==> src/rtl/risk_pkg.sv <==
// Shared definitions for the RISK command sequencer: function codes, field widths,
// the packed command word and the sequencer state enum.
package risk_pkg;

    localparam int unsigned FUNC_W   = 3;
    localparam int unsigned ADDR_W   = 17;
    localparam int unsigned STRIDE_W = 15;
    localparam int unsigned REG_W    = 5;

    localparam logic [FUNC_W-1:0] FUNC_LOAD  = 3'b000;
    localparam logic [FUNC_W-1:0] FUNC_STORE = 3'b001;
    localparam logic [FUNC_W-1:0] FUNC_ZERO  = 3'b010;
    localparam logic [FUNC_W-1:0] FUNC_NOP   = 3'b111;

    typedef struct packed {
        logic [FUNC_W-1:0]   func;
        logic [REG_W-1:0]    treg;
        logic [ADDR_W-1:0]   addr;
        logic [STRIDE_W-1:0] stride_x;
        logic [STRIDE_W-1:0] stride_y;
    } cmd_t;

    typedef enum logic [1:0] {
        StIdle,
        StAddr,
        StExec,
        StHold
    } state_e;

    function automatic logic func_legal(input logic [FUNC_W-1:0] f);
        return (f == FUNC_LOAD) || (f == FUNC_STORE) || (f == FUNC_ZERO);
    endfunction

endpackage

==> src/rtl/risk_cmd_fifo.sv <==
// Command FIFO for the RISK sequencer: power-of-two depth, one packed word per entry,
// no push/pop bypass when full.
module risk_cmd_fifo #(
    parameter int unsigned DEPTH = 4,
    parameter int unsigned WIDTH = 8
) (
    input  logic             clk,
    input  logic             reset,
    input  logic             push,
    input  logic             pop,
    input  logic [WIDTH-1:0] wdata,
    output logic [WIDTH-1:0] rdata,
    output logic             full,
    output logic             empty
);

    localparam int unsigned PTR_W = $clog2(DEPTH);
    localparam int unsigned CNT_W = PTR_W + 1;

    logic [WIDTH-1:0] mem [DEPTH];
    logic [PTR_W-1:0] wr_ptr;
    logic [PTR_W-1:0] rd_ptr;
    logic [CNT_W-1:0] count;
    logic             push_en;
    logic             pop_en;

    assign full    = (count == CNT_W'(DEPTH));
    assign empty   = (count == '0);
    assign push_en = push && !full;
    assign pop_en  = pop && !empty;
    assign rdata   = mem[rd_ptr];

    // Pointers wrap naturally because DEPTH is a power of two.
    always_ff @(posedge clk or posedge reset) begin
        if (reset) begin
            wr_ptr <= '0;
            rd_ptr <= '0;
            count  <= '0;
        end else begin
            if (push_en) wr_ptr <= wr_ptr + PTR_W'(1);
            if (pop_en)  rd_ptr <= rd_ptr + PTR_W'(1);
            if (push_en && !pop_en)      count <= count + CNT_W'(1);
            else if (!push_en && pop_en) count <= count - CNT_W'(1);
        end
    end

    always_ff @(posedge clk) begin
        if (push_en) mem[wr_ptr] <= wdata;
    end

endmodule

==> src/rtl/risk_cmd_seq.sv <==
// RISK command sequencer: queues tile commands and issues them with load/store timing.
// Optional issue counter enabled by defining RISK_CMD_SEQ_STATS_EN.
module risk_cmd_seq
    import risk_pkg::*;
#(
    parameter int unsigned FIFO_DEPTH = 4,
    parameter int unsigned LOAD_LAT   = 2
) (
    input  logic                clk,
    input  logic                reset,
    input  logic                cmd_valid,
    output logic                cmd_ready,
    input  logic [FUNC_W-1:0]   cmd_func,
    input  logic [REG_W-1:0]    cmd_reg,
    input  logic [ADDR_W-1:0]   cmd_addr,
    input  logic [STRIDE_W-1:0] cmd_stride_x,
    input  logic [STRIDE_W-1:0] cmd_stride_y,
    output logic [FUNC_W-1:0]   risk_func,
    output logic [REG_W-1:0]    risk_reg,
    output logic [ADDR_W-1:0]   risk_addr,
    output logic [STRIDE_W-1:0] risk_stride_x,
    output logic [STRIDE_W-1:0] risk_stride_y,
    output logic                done,
    output logic                err,
    output logic                busy
`ifdef RISK_CMD_SEQ_STATS_EN
    ,
    output logic [31:0]         issued_cnt
`endif
);

    localparam int unsigned WAIT_W = $clog2(LOAD_LAT + 1);

    state_e            state_q, state_d;
    cmd_t              in_cmd, head, cmd_q;
    logic [WAIT_W-1:0] wait_q;
    logic              fifo_full, fifo_empty;
    logic              push, pop, head_ok;

    always_comb begin
        in_cmd          = '0;
        in_cmd.func     = cmd_func;
        in_cmd.treg     = cmd_reg;
        in_cmd.addr     = cmd_addr;
        in_cmd.stride_x = cmd_stride_x;
        in_cmd.stride_y = cmd_stride_y;
    end

    assign cmd_ready = !fifo_full;
    assign push      = cmd_valid && cmd_ready;
    assign pop       = (state_q == StIdle) && !fifo_empty;
    assign head_ok   = func_legal(head.func);

    risk_cmd_fifo #(
        .DEPTH (FIFO_DEPTH),
        .WIDTH ($bits(cmd_t))
    ) u_fifo (
        .clk   (clk),
        .reset (reset),
        .push  (push),
        .pop   (pop),
        .wdata (in_cmd),
        .rdata (head),
        .full  (fifo_full),
        .empty (fifo_empty)
    );

    always_ff @(posedge clk or posedge reset) begin
        if (reset) state_q <= StIdle;
        else       state_q <= state_d;
    end

    always_comb begin
        state_d = state_q;
        unique case (state_q)
            StIdle: begin
                if (pop && head_ok) state_d = (head.func == FUNC_ZERO) ? StExec : StAddr;
            end
            StAddr: begin
                if (wait_q == '0) state_d = StExec;
            end
            StExec: state_d = (cmd_q.func == FUNC_STORE) ? StHold : StIdle;
            StHold: state_d = StIdle;
            default: state_d = StIdle;
        endcase
    end

    // Illegal commands are dropped without touching the held command fields.
    always_ff @(posedge clk or posedge reset) begin
        if (reset) begin
            cmd_q  <= '0;
            wait_q <= '0;
        end else if (pop && head_ok) begin
            cmd_q  <= head;
            wait_q <= (head.func == FUNC_LOAD) ? WAIT_W'(LOAD_LAT - 1) : '0;
        end else if ((state_q == StAddr) && (wait_q != '0)) begin
            wait_q <= wait_q - WAIT_W'(1);
        end
    end

    always_comb begin
        risk_func     = (state_q == StExec) ? cmd_q.func : FUNC_NOP;
        risk_reg      = cmd_q.treg;
        risk_addr     = cmd_q.addr;
        risk_stride_x = cmd_q.stride_x;
        risk_stride_y = cmd_q.stride_y;
        done          = ((state_q == StExec) && (cmd_q.func != FUNC_STORE)) ||
                        (state_q == StHold);
        err           = pop && !head_ok;
        busy          = !fifo_empty || (state_q != StIdle);
    end

`ifdef RISK_CMD_SEQ_STATS_EN
    always_ff @(posedge clk or posedge reset) begin
        if (reset)                  issued_cnt <= '0;
        else if (state_q == StExec) issued_cnt <= issued_cnt + 32'd1;
    end
`endif

endmodule

==> config.mk <==
export PLATFORM = sky130hd
export DESIGN_NAME = risk_cmd_seq
export DESIGN_NICKNAME = d
export VERILOG_FILES = /design/src/rtl/risk_pkg.sv /design/src/rtl/risk_cmd_fifo.sv /design/src/rtl/risk_cmd_seq.sv
export SDC_FILE = /design/constraint.sdc
export NUM_CORES = 1
export LEC_CHECK = 0
export CORE_MARGIN = 4
export CORE_UTILIZATION = 25
export CTS_CLUSTER_DIAMETER = 80
export DETAILED_ROUTE_END_ITERATION = 16
export PLACE_DENSITY = 0.46
export SLEW_MARGIN = 30
export SYNTH_ARGS = -nofsm -noshare
export SYNTH_HDL_FRONTEND = slang
export SYNTH_SLANG_ARGS = --single-unit
==> constraint.sdc <==
create_clock -name clk -period 3.4 [get_ports clk]
set_input_delay 0.68 -clock clk [delete_from_list [all_inputs] [get_ports clk]]
set_output_delay 0.68 -clock clk [all_outputs]
set_load 0.01 [all_outputs]
Yosys cells after proc, flatten, opt, wreduce, memory -nomap -nowiden
Memories as Yosys holds them, arrays and structs flattened.
Cells that the tools add are included.
{ "classes": {"add_sub_neg": 5, "n_mul": 0, "div_mod_pow": 0, "n_lt_le_gt_ge": 0, "eq_ne": 10, "shifts": 0, "muxes": 13, "n_bitwise": 0, "n_reduce_logical": 28} }
{ "ops": {"columns": ["operator", "count"], "rows": [
  ["2-bit 2-to-1 mux", 6],
  ["1-bit logical AND", 10],
  ["3-bit 2-to-1 mux", 3],
  ["2-bit case mux with 4 select lines", 1],
  ["2-bit nonzero test", 4],
  ["3-bit by 1-bit == test with 1-bit output, second input constant", 2],
  ["3-bit zero test", 2],
  ["1-bit zero test", 5],
  ["2-bit by 1-bit adder with 2-bit output, second input constant", 2],
  ["2-bit == test, second input constant", 2],
  ["2-bit zero test", 2],
  ["1-bit logical OR", 4],
  ["3-bit by 1-bit adder with 3-bit output, second input constant", 1],
  ["3-bit by 2-bit == test with 1-bit output, second input constant", 1],
  ["3-bit == test, second input constant", 1],
  ["1-bit 2-to-1 mux", 3],
  ["3-bit by 1-bit != test with 1-bit output, second input constant", 1],
  ["3-bit by 1-bit subtractor with 3-bit output, second input constant", 1],
  ["2-bit by 1-bit == test with 1-bit output, second input constant", 1],
  ["2-bit by 1-bit != test with 1-bit output, second input constant", 1],
  ["2-bit != test, second input constant", 1],
  ["2-bit AND reduction", 1],
  ["2-bit by 1-bit subtractor with 2-bit output, second input constant", 1]
]} }
{ "totals": {"reg_bits": 66, "latchBits": 0, "ram_bits": 220, "rom_bits": 0, "output_inout_bits": 59, "wordCells": 67, "n_memories": 1} }
{ "mem_list": {"columns": ["name", "depth", "width", "read_ports", "rd_clocked_by_memory_dff", "write_ports", "line_no", "rtl"], "rows": [
  ["u_fifo.mem", 4, 55, 1, 0, 1, "risk_cmd_fifo.sv:20", "logic [WIDTH-1:0] mem [DEPTH];"]
]} }

Logic depth before layout (Yosys ltp)
Gate-level depths: netlist of the first run.
{ "logic_depth": {"ltp_word": 8, "depth_mapped": 9} }

Cells and area by module
A second synthesis of the first run with hierarchy kept.
{ "hier_totals": {"cells_unflattened": 530, "area_unflattened_um2": 11108.2} }
{ "by_module_without_submodules": {"columns": ["mod", "n_inst", "cells_each", "area_each_um2"], "rows": [
  ["risk_cmd_fifo", 1, 323, 8353.0],
  ["risk_cmd_seq", 1, 207, 2755.1]
]} }

Worst setup path before layout of the first run
Ideal clock, no wire load.
{ "synth_path": {"path_type": "input -> register", "start": "input cmd_valid", "end": "memory u_fifo.mem[0][0] (netlist name) (enable)", "t_arrival_ns": 2.023, "required_ns": 2.981, "slack_ns": 0.959, "path_stages": 1, "path_buffers": 0, "path_cell_list": "and3_1"} }
{ "synth_between": {"elab_chain_len": 4} }
{ "synth_lines": {"columns": ["item", "line_no", "rtl"], "rows": [
  ["start: declaration", "risk_cmd_seq.sv:11", "input logic cmd_valid,"],
  ["1-bit logical AND", "risk_cmd_seq.sv:50", "assign push = cmd_valid && cmd_ready;"],
  ["1-bit logical AND", "risk_cmd_fifo.sv:29", "assign push_en = push && !full;"],
  ["1-bit 2-to-1 mux", "risk_cmd_fifo.sv:48", "if (push_en) mem[wr_ptr] <= wdata;"],
  ["1-bit 2-to-1 mux (implied by the code)", "risk_cmd_fifo.sv:48", null],
  ["end: declaration", "risk_cmd_fifo.sv:20", null]
]} }
Every way passes these cells.

Worst setup path after layout of the first run
{ "layout_path": {"start": "register u_fifo.rd_ptr[1]", "end": "output err"} }
{ "layout_between": {"elab_chain_len": 6, "word_cells_on_any_way": 8, "classes_between": "eq/ne (2); reduce/logical (5); memory (1)"} }
{ "layout_lines": {"columns": ["item", "line_no", "rtl"], "rows": [
  ["start: declaration", "risk_cmd_fifo.sv:22", "logic [PTR_W-1:0] rd_ptr;"],
  ["start signal: assignment", "risk_cmd_fifo.sv:41", "if (pop_en) rd_ptr <= rd_ptr + PTR_W'(1);"],
  ["memory read 4 x 55 bit *", null, null],
  ["3-bit by 1-bit == test with 1-bit output / 3-bit zero test (equally long branches)", "risk_pkg.sv:31", "return (f == FUNC_LOAD) || (f == FUNC_STORE) || (f == FUNC_ZERO);"],
  ["1-bit logical OR", "risk_pkg.sv:31", null],
  ["1-bit logical OR *", "risk_pkg.sv:31", null],
  ["1-bit zero test *", "risk_cmd_seq.sv:109", "err = pop && !head_ok;"],
  ["1-bit logical AND *", "risk_cmd_seq.sv:109", null],
  ["end: declaration", "risk_cmd_seq.sv:24", "output logic err,"]
]} }
Every way passes the cells marked *; elsewhere a longest branch is shown, timed or not.

==> metrics, run 1 <==
status=finished clean; Synth top area share=0.599; Power, Total=0.0127 W; Place WS=653 ps; LEAKAGE=4.67 nW; Ys Warns=0; crit path capture type=primary output; post-CTS resize count=0; P_int=0.00899 W; Fin Clk Skew=13.4 ps; Peak supply drop=0.452 mV; fmax=0.314 GHz; placed cell count=1170; via-per-instance ratio=4.05; Clock Tree Root=clkbuf_16; RSZ-0062 raised after global routing=no; synth unique cells=34; post-synth top area cell=edfxtp_1; initial antenna violation count=1; top post-synthesis cells by area=edfxtp_1, dfrtp_1, mux4_2; Post-synth EDFFs=220; post-CTS setup buffers=0; Largest Register=u_fifo.mem; initial DRC count=230; Largest stage delay, worst path=640 ps; HPWL after detailed placement=14.2 mm; post-route ant nets=0; die width=218 um; total gr overflow=0; fin crit share=0.938; Layout Utilization=0.318; Core ar.=43400 sq um; H-tree levels=2; Row Count=76; Register Area=8270 sq um; drc violations=0; Total GRT Usage=0.102; cts hold-fix bufs=0; largest net degree at the start of global routing=42; area occupied by multi-input gates=2250 sq um; Placer Congestion=0.664; number of fill cells=4227; cells after synthesis=524; crit-path cells=mux4_2 -> and2_1 -> nor2_1 -> nor2_1 -> clkdlybuf4s50_1; ANT cells=0; critical path peak fanout=19; setup TNS=0 ps; Vias=5003; flop and latch count out of synthesis=286; drt total wl=23.8 mm; actual slew at the worst max-slew pin=730 ps; clock share of power=0.283; Final Instance Count excl. Fillers=1235; Port Buffers=116; Reg power frac=0.412; Psw=0.00366 W; critical path arrival=2510 ps; number of nets in the layout=689; post-route setup slack=212 ps; Clock Pin Slew Worst Setup and Hold Paths=60 ps; commonest cells after routing, fill and taps aside=edfxtp_1, clkdlybuf4s50_1, dfrtp_1, mux4_2, mux2_1; Seq/Total Area, Yosys=0.749; DR WL/cell=19.2 um; CTS Sinks=286; Post-Syn Area per Cell=21.0 sq um; Layout area overhead=25.0%; CTS tree=built; slowest CP cell=dfrtp_4; I/O pin cnt=117; syn_nets=589; global-route wire length before repair=36.1 mm; Clock Tree Buf Depth=3; Max-slew headroom=0.513; die height=218 um; most common cell after layout, fill and taps aside=edfxtp_1; final setup fails=0; TritonCTS Buffers=36; CP required=2720 ps; vias in the first global route=5781; Final min period=3190 ps; PD cells=918 nW/um^2; Clk Latency, worst-skew pair=520 ps; Max Cap Violations=0; Initial Util=0.254; 1st-pass router iterations=4; critical path startpoint category=flip-flop; worst setup path class=reg -> out; max reg flops=220; post-synthesis async set-or-reset flop share=0.231; die area=47500 sq um; switching portion of total power=0.290; Final Max Slew Viols=0; Hold Fails Final Rpt=0; Most used DFF post-synth=edfxtp_1; Combinational Power Share=0.305; Hold Path Class=reg -> reg; layout cells sized above 1=0.223; Post-Syn Area=11000 sq um; crit-path most repeated cell=nor2_1
-- power groups by stage --
| stage | combinational (W) | sequential (W) | clock [W] |
|---|---|---|---|
| after global placement | 0.00390 | 0.00525 | 0 |
| after CTS | 0.00399 | 0.00524 | 0.00373 |
| final | 0.00386 | 0.00522 | 0.00358 |
| after floorplan | 0.00284 | 0.00510 | 0 |
| after detailed placement | 0.00397 | 0.00530 | 0 |
| after global routing | 0.00423 | 0.00532 | 0.00388 |
-- cells by family (layout without fill, tap and decap cells) --
family                     count (synthesis)  count (layout)  share of synthesized area
AOI/OAI and AO/OA                          9               9                    0.00522
xor gates and xnor gates                   7               7                    0.00556
adders and majority gates                  7               7                    0.00862
buffers and inverters                     78             204                     0.0491
DFF                                      286             286                      0.749
muxes                                    109             109                      0.167
and+or+nand+nor                           28              28                     0.0152
-- final cells by class --
cell class | instances | area share
Sequential cell | 286 | 0.600
Multi-Input combinational cell | 160 | 0.163
Clock buffer | 47 | 0.0728
Tap cell | 585 | 0.0531
Timing Repair Buffer | 131 | 0.0997
Clock inverter | 17 | 0.00926
Inverter | 9 | 0.00254
-- stage by stage --
step,area [sq um],hold WS (ps)
after floorplan,11000,459
after global placement,12600,467
after detailed placement,12600,474
after CTS,13800,486
after global routing,13800,509
final,13800,482
-- per-layer routing --
layer	wire length [um]	up-vias	GRT usage
met5	12	-	0
met4	539	2	0.0386
li1	-	2216	-
met3	1290	36	0.0283
met1	10200	2646	0.127
met2	11700	103	0.170
-- worst paths after layout --
kind | end | startpoint | cells past startpoint | slack, ps
max in group asynchronous | u_fifo.rd_ptr[0]$_DFFE_PP0P_ | reset | 3 | 2180
max | err | u_fifo.rd_ptr[1]$_DFFE_PP0P_ | 5 | 210
max reg2reg | risk_stride_x[4]$_DFFE_PP0P_ | u_fifo.rd_ptr[1]$_DFFE_PP0P_ | 5 | 710
min in group asynchronous | risk_stride_x[0]$_DFFE_PP0P_ | reset | 2 | 540
min | risk_stride_y[7]$_DFFE_PP0P_ | risk_stride_y[7]$_DFFE_PP0P_ | 1 | 480
min reg2reg | risk_stride_y[7]$_DFFE_PP0P_ | risk_stride_y[7]$_DFFE_PP0P_ | 1 | 480
-- synth_stat cells, types with 2 or more instances --
cell and n:
inv_1 9, buf_8 4, xnor2_1 4, mux2_2 7, a21oi_1 5, nand2b_1 2
buf_4 52, xor2_1 3, nor2_1 7, and3_1 4, edfxtp_1 220, nand2_1 4
clkbuf_1 10, mux2_1 47, nor3_1 2, nor2b_1 2, mux4_2 55, ha_1 6
dfrtp_1 66
-- worst max-delay path: cells and delay by family, from the launching register on --
kind                   cells  cell delay (ps)
buffers and inverters      1              550
and+or+nand+nor            3              470
DFF                        1              640
muxes                      1              320
No activity file was read; power rests on OpenSTA's default activity.
==> inputs of run 2 (changes only) <==
CTS_CLUSTER_DIAMETER = 40   (was 80)
GPL_TIMING_DRIVEN = 0   (was unset)
==> metrics, run 2 (synthesis gave the netlist of run 1 again) <==
cell area after layout=15000 sq um; Core ar.=43400 sq um; Total GRT Usage=0.105; cell area after placement=13100 sq um; cts hold-fix bufs=0; switching portion of total power=0.279; die width=218 um; critical path peak fanout=10; global-route wire length before repair=37.1 mm; Clk Latency, worst-skew pair=570 ps; Port Buffers=116; critical path arrival=2570 ps; Peak supply drop=0.399 mV; drc violations=0; slowest CP cell=mux4_2; Largest stage delay, worst path=530 ps; initial DRC count=220; clock share of power=0.359; placed cell count=1232; Largest Register=u_fifo.mem; Reg power frac=0.345; Psw=0.00416 W; RSZ-0062 raised after global routing=no; Hold Path Class=reg -> reg; most common cell after layout, fill and taps aside=edfxtp_1; Row Count=76; Max-slew headroom=0.421; Clock Tree Buf Depth=3; worst setup path class=reg -> out; post-route ant nets=0; Power, Total=0.0149 W; critical path startpoint category=flip-flop; Max Cap Violations=0; Clock Tree Root=clkbuf_16; total gr overflow=0; number of nets in the layout=766; CTS Sinks=286; die height=218 um; LEAKAGE=5.29 nW; Vias=5372; Clock Pin Slew Worst Setup and Hold Paths=60 ps; actual slew at the worst max-slew pin=869 ps; Fin Clk Skew=24.3 ps; initial antenna violation count=2; Layout area overhead=35.6%; I/O pin cnt=117; layout cells sized above 1=0.310; status=finished clean; crit path capture type=primary output; final setup fails=0; die area=47500 sq um; Final Instance Count excl. Fillers=1329; Layout Utilization=0.345; commonest cells after routing, fill and taps aside=edfxtp_1, clkdlybuf4s50_1, dfrtp_1, mux4_2, buf_4; Final min period=3250 ps; Initial Util=0.254; largest net degree at the start of global routing=36; 1st-pass router iterations=4; Final Max Slew Viols=0; Place WS=405 ps; CTS tree=built; fin crit share=0.955; Hold Fails Final Rpt=0; HPWL after detailed placement=14.8 mm; fmax=0.308 GHz; H-tree levels=2; PD cells=998 nW/um^2; via-per-instance ratio=4.04; TritonCTS Buffers=51; max reg flops=220; vias in the first global route=5946; Placer Congestion=0.633; Combinational Power Share=0.296; post-route setup slack=154 ps; P_int=0.0108 W; DR WL/cell=18.2 um; crit-path cells=buf_12 -> mux4_2 -> and2_1 -> nor2_1 -> nor2_1 -> clkdlybuf4s50_1; drt total wl=24.2 mm; crit-path most repeated cell=nor2_1; CP required=2720 ps
==> run 2: cell count changes in the layout (fill, tap and decap cells not counted), sizes merged <==
cell / delta
diode: +1
bufinv: +7
clkinv: -1
inv: +13
clkbuf: +21
buf: +53
==> run 2: cell type report <==
type | count | area [sq um]
clock inverter | 36 | 474
clock buffer | 59 | 1350
fill | 4151 | 28400
tap | 585 | 732
inverter | 9 | 38.8
buffer | 68 | 524
multi-input combinational | 160 | 2250
antenna | 1 | 2.50
sequential | 286 | 8260
timing repair buffer | 125 | 1320
==> run 2: routing by layer <==
| metal | wire length [um] | part of all wire | track usage |
|---|---|---|---|
| met4 | 749 | 0.031 | 0.0440 |
| met3 | 1270 | 0.053 | 0.0294 |
| met1 | 10800 | 0.44 | 0.137 |
| met5 | 13 | 0.00054 | 0 |
| met2 | 11400 | 0.47 | 0.164 |
==> run 2: power by group through the flow <==
stage | sequential (W) | combinational (W) | clock, W
after floorplan | 0.00510 | 0.00284 | 0
after global placement | 0.00526 | 0.00445 | 0
after detailed placement | 0.00520 | 0.00458 | 0
after CTS | 0.00517 | 0.00458 | 0.00551
after global routing | 0.00526 | 0.00487 | 0.00568
final | 0.00515 | 0.00442 | 0.00535
==> run 2: repair_timing <==
item | 4_1_cts | 5_1_grt
hold endpoints to repair | 0 | 0
pin swaps | 0 | 0
setup endpoints to repair | 1 | 1
gates resized for setup | 4 | 2
setup buffers | 0 | 2
==> run 2: worst paths after layout <==
path | start | end | slack (ps) | cells past startpoint
setup / recovery | u_fifo.rd_ptr[0]$_DFFE_PP0P_ | err | 150 | 6
hold / removal | risk_addr[4]$_DFFE_PP0P_ | risk_addr[4]$_DFFE_PP0P_ | 480 | 1
setup reg to reg | u_fifo.rd_ptr[0]$_DFFE_PP0P_ | risk_stride_y[10]$_DFFE_PP0P_ | 870 | 6
hold reg to reg | risk_addr[4]$_DFFE_PP0P_ | risk_addr[4]$_DFFE_PP0P_ | 480 | 1
max in group asynchronous | reset | u_fifo.rd_ptr[1]$_DFFE_PP0P_ | 2340 | 3
min in group asynchronous | reset | risk_stride_x[6]$_DFFE_PP0P_ | 490 | 2
==> run 2: worst max-delay path: cells and delay by family (launching register included) <==
family | cells | cell delay [ps]
muxes | 1 | 530
buffers and inverters | 2 | 640
and+or+nand+nor | 3 | 440
DFF | 1 | 390
==> run 2: through the flow <==
step	TNS (ps)	hold slack, ps
after floorplan	0	459
after global placement	-311410	468
after detailed placement	0	476
after CTS	0	481
after global routing	0	494
final	0	481
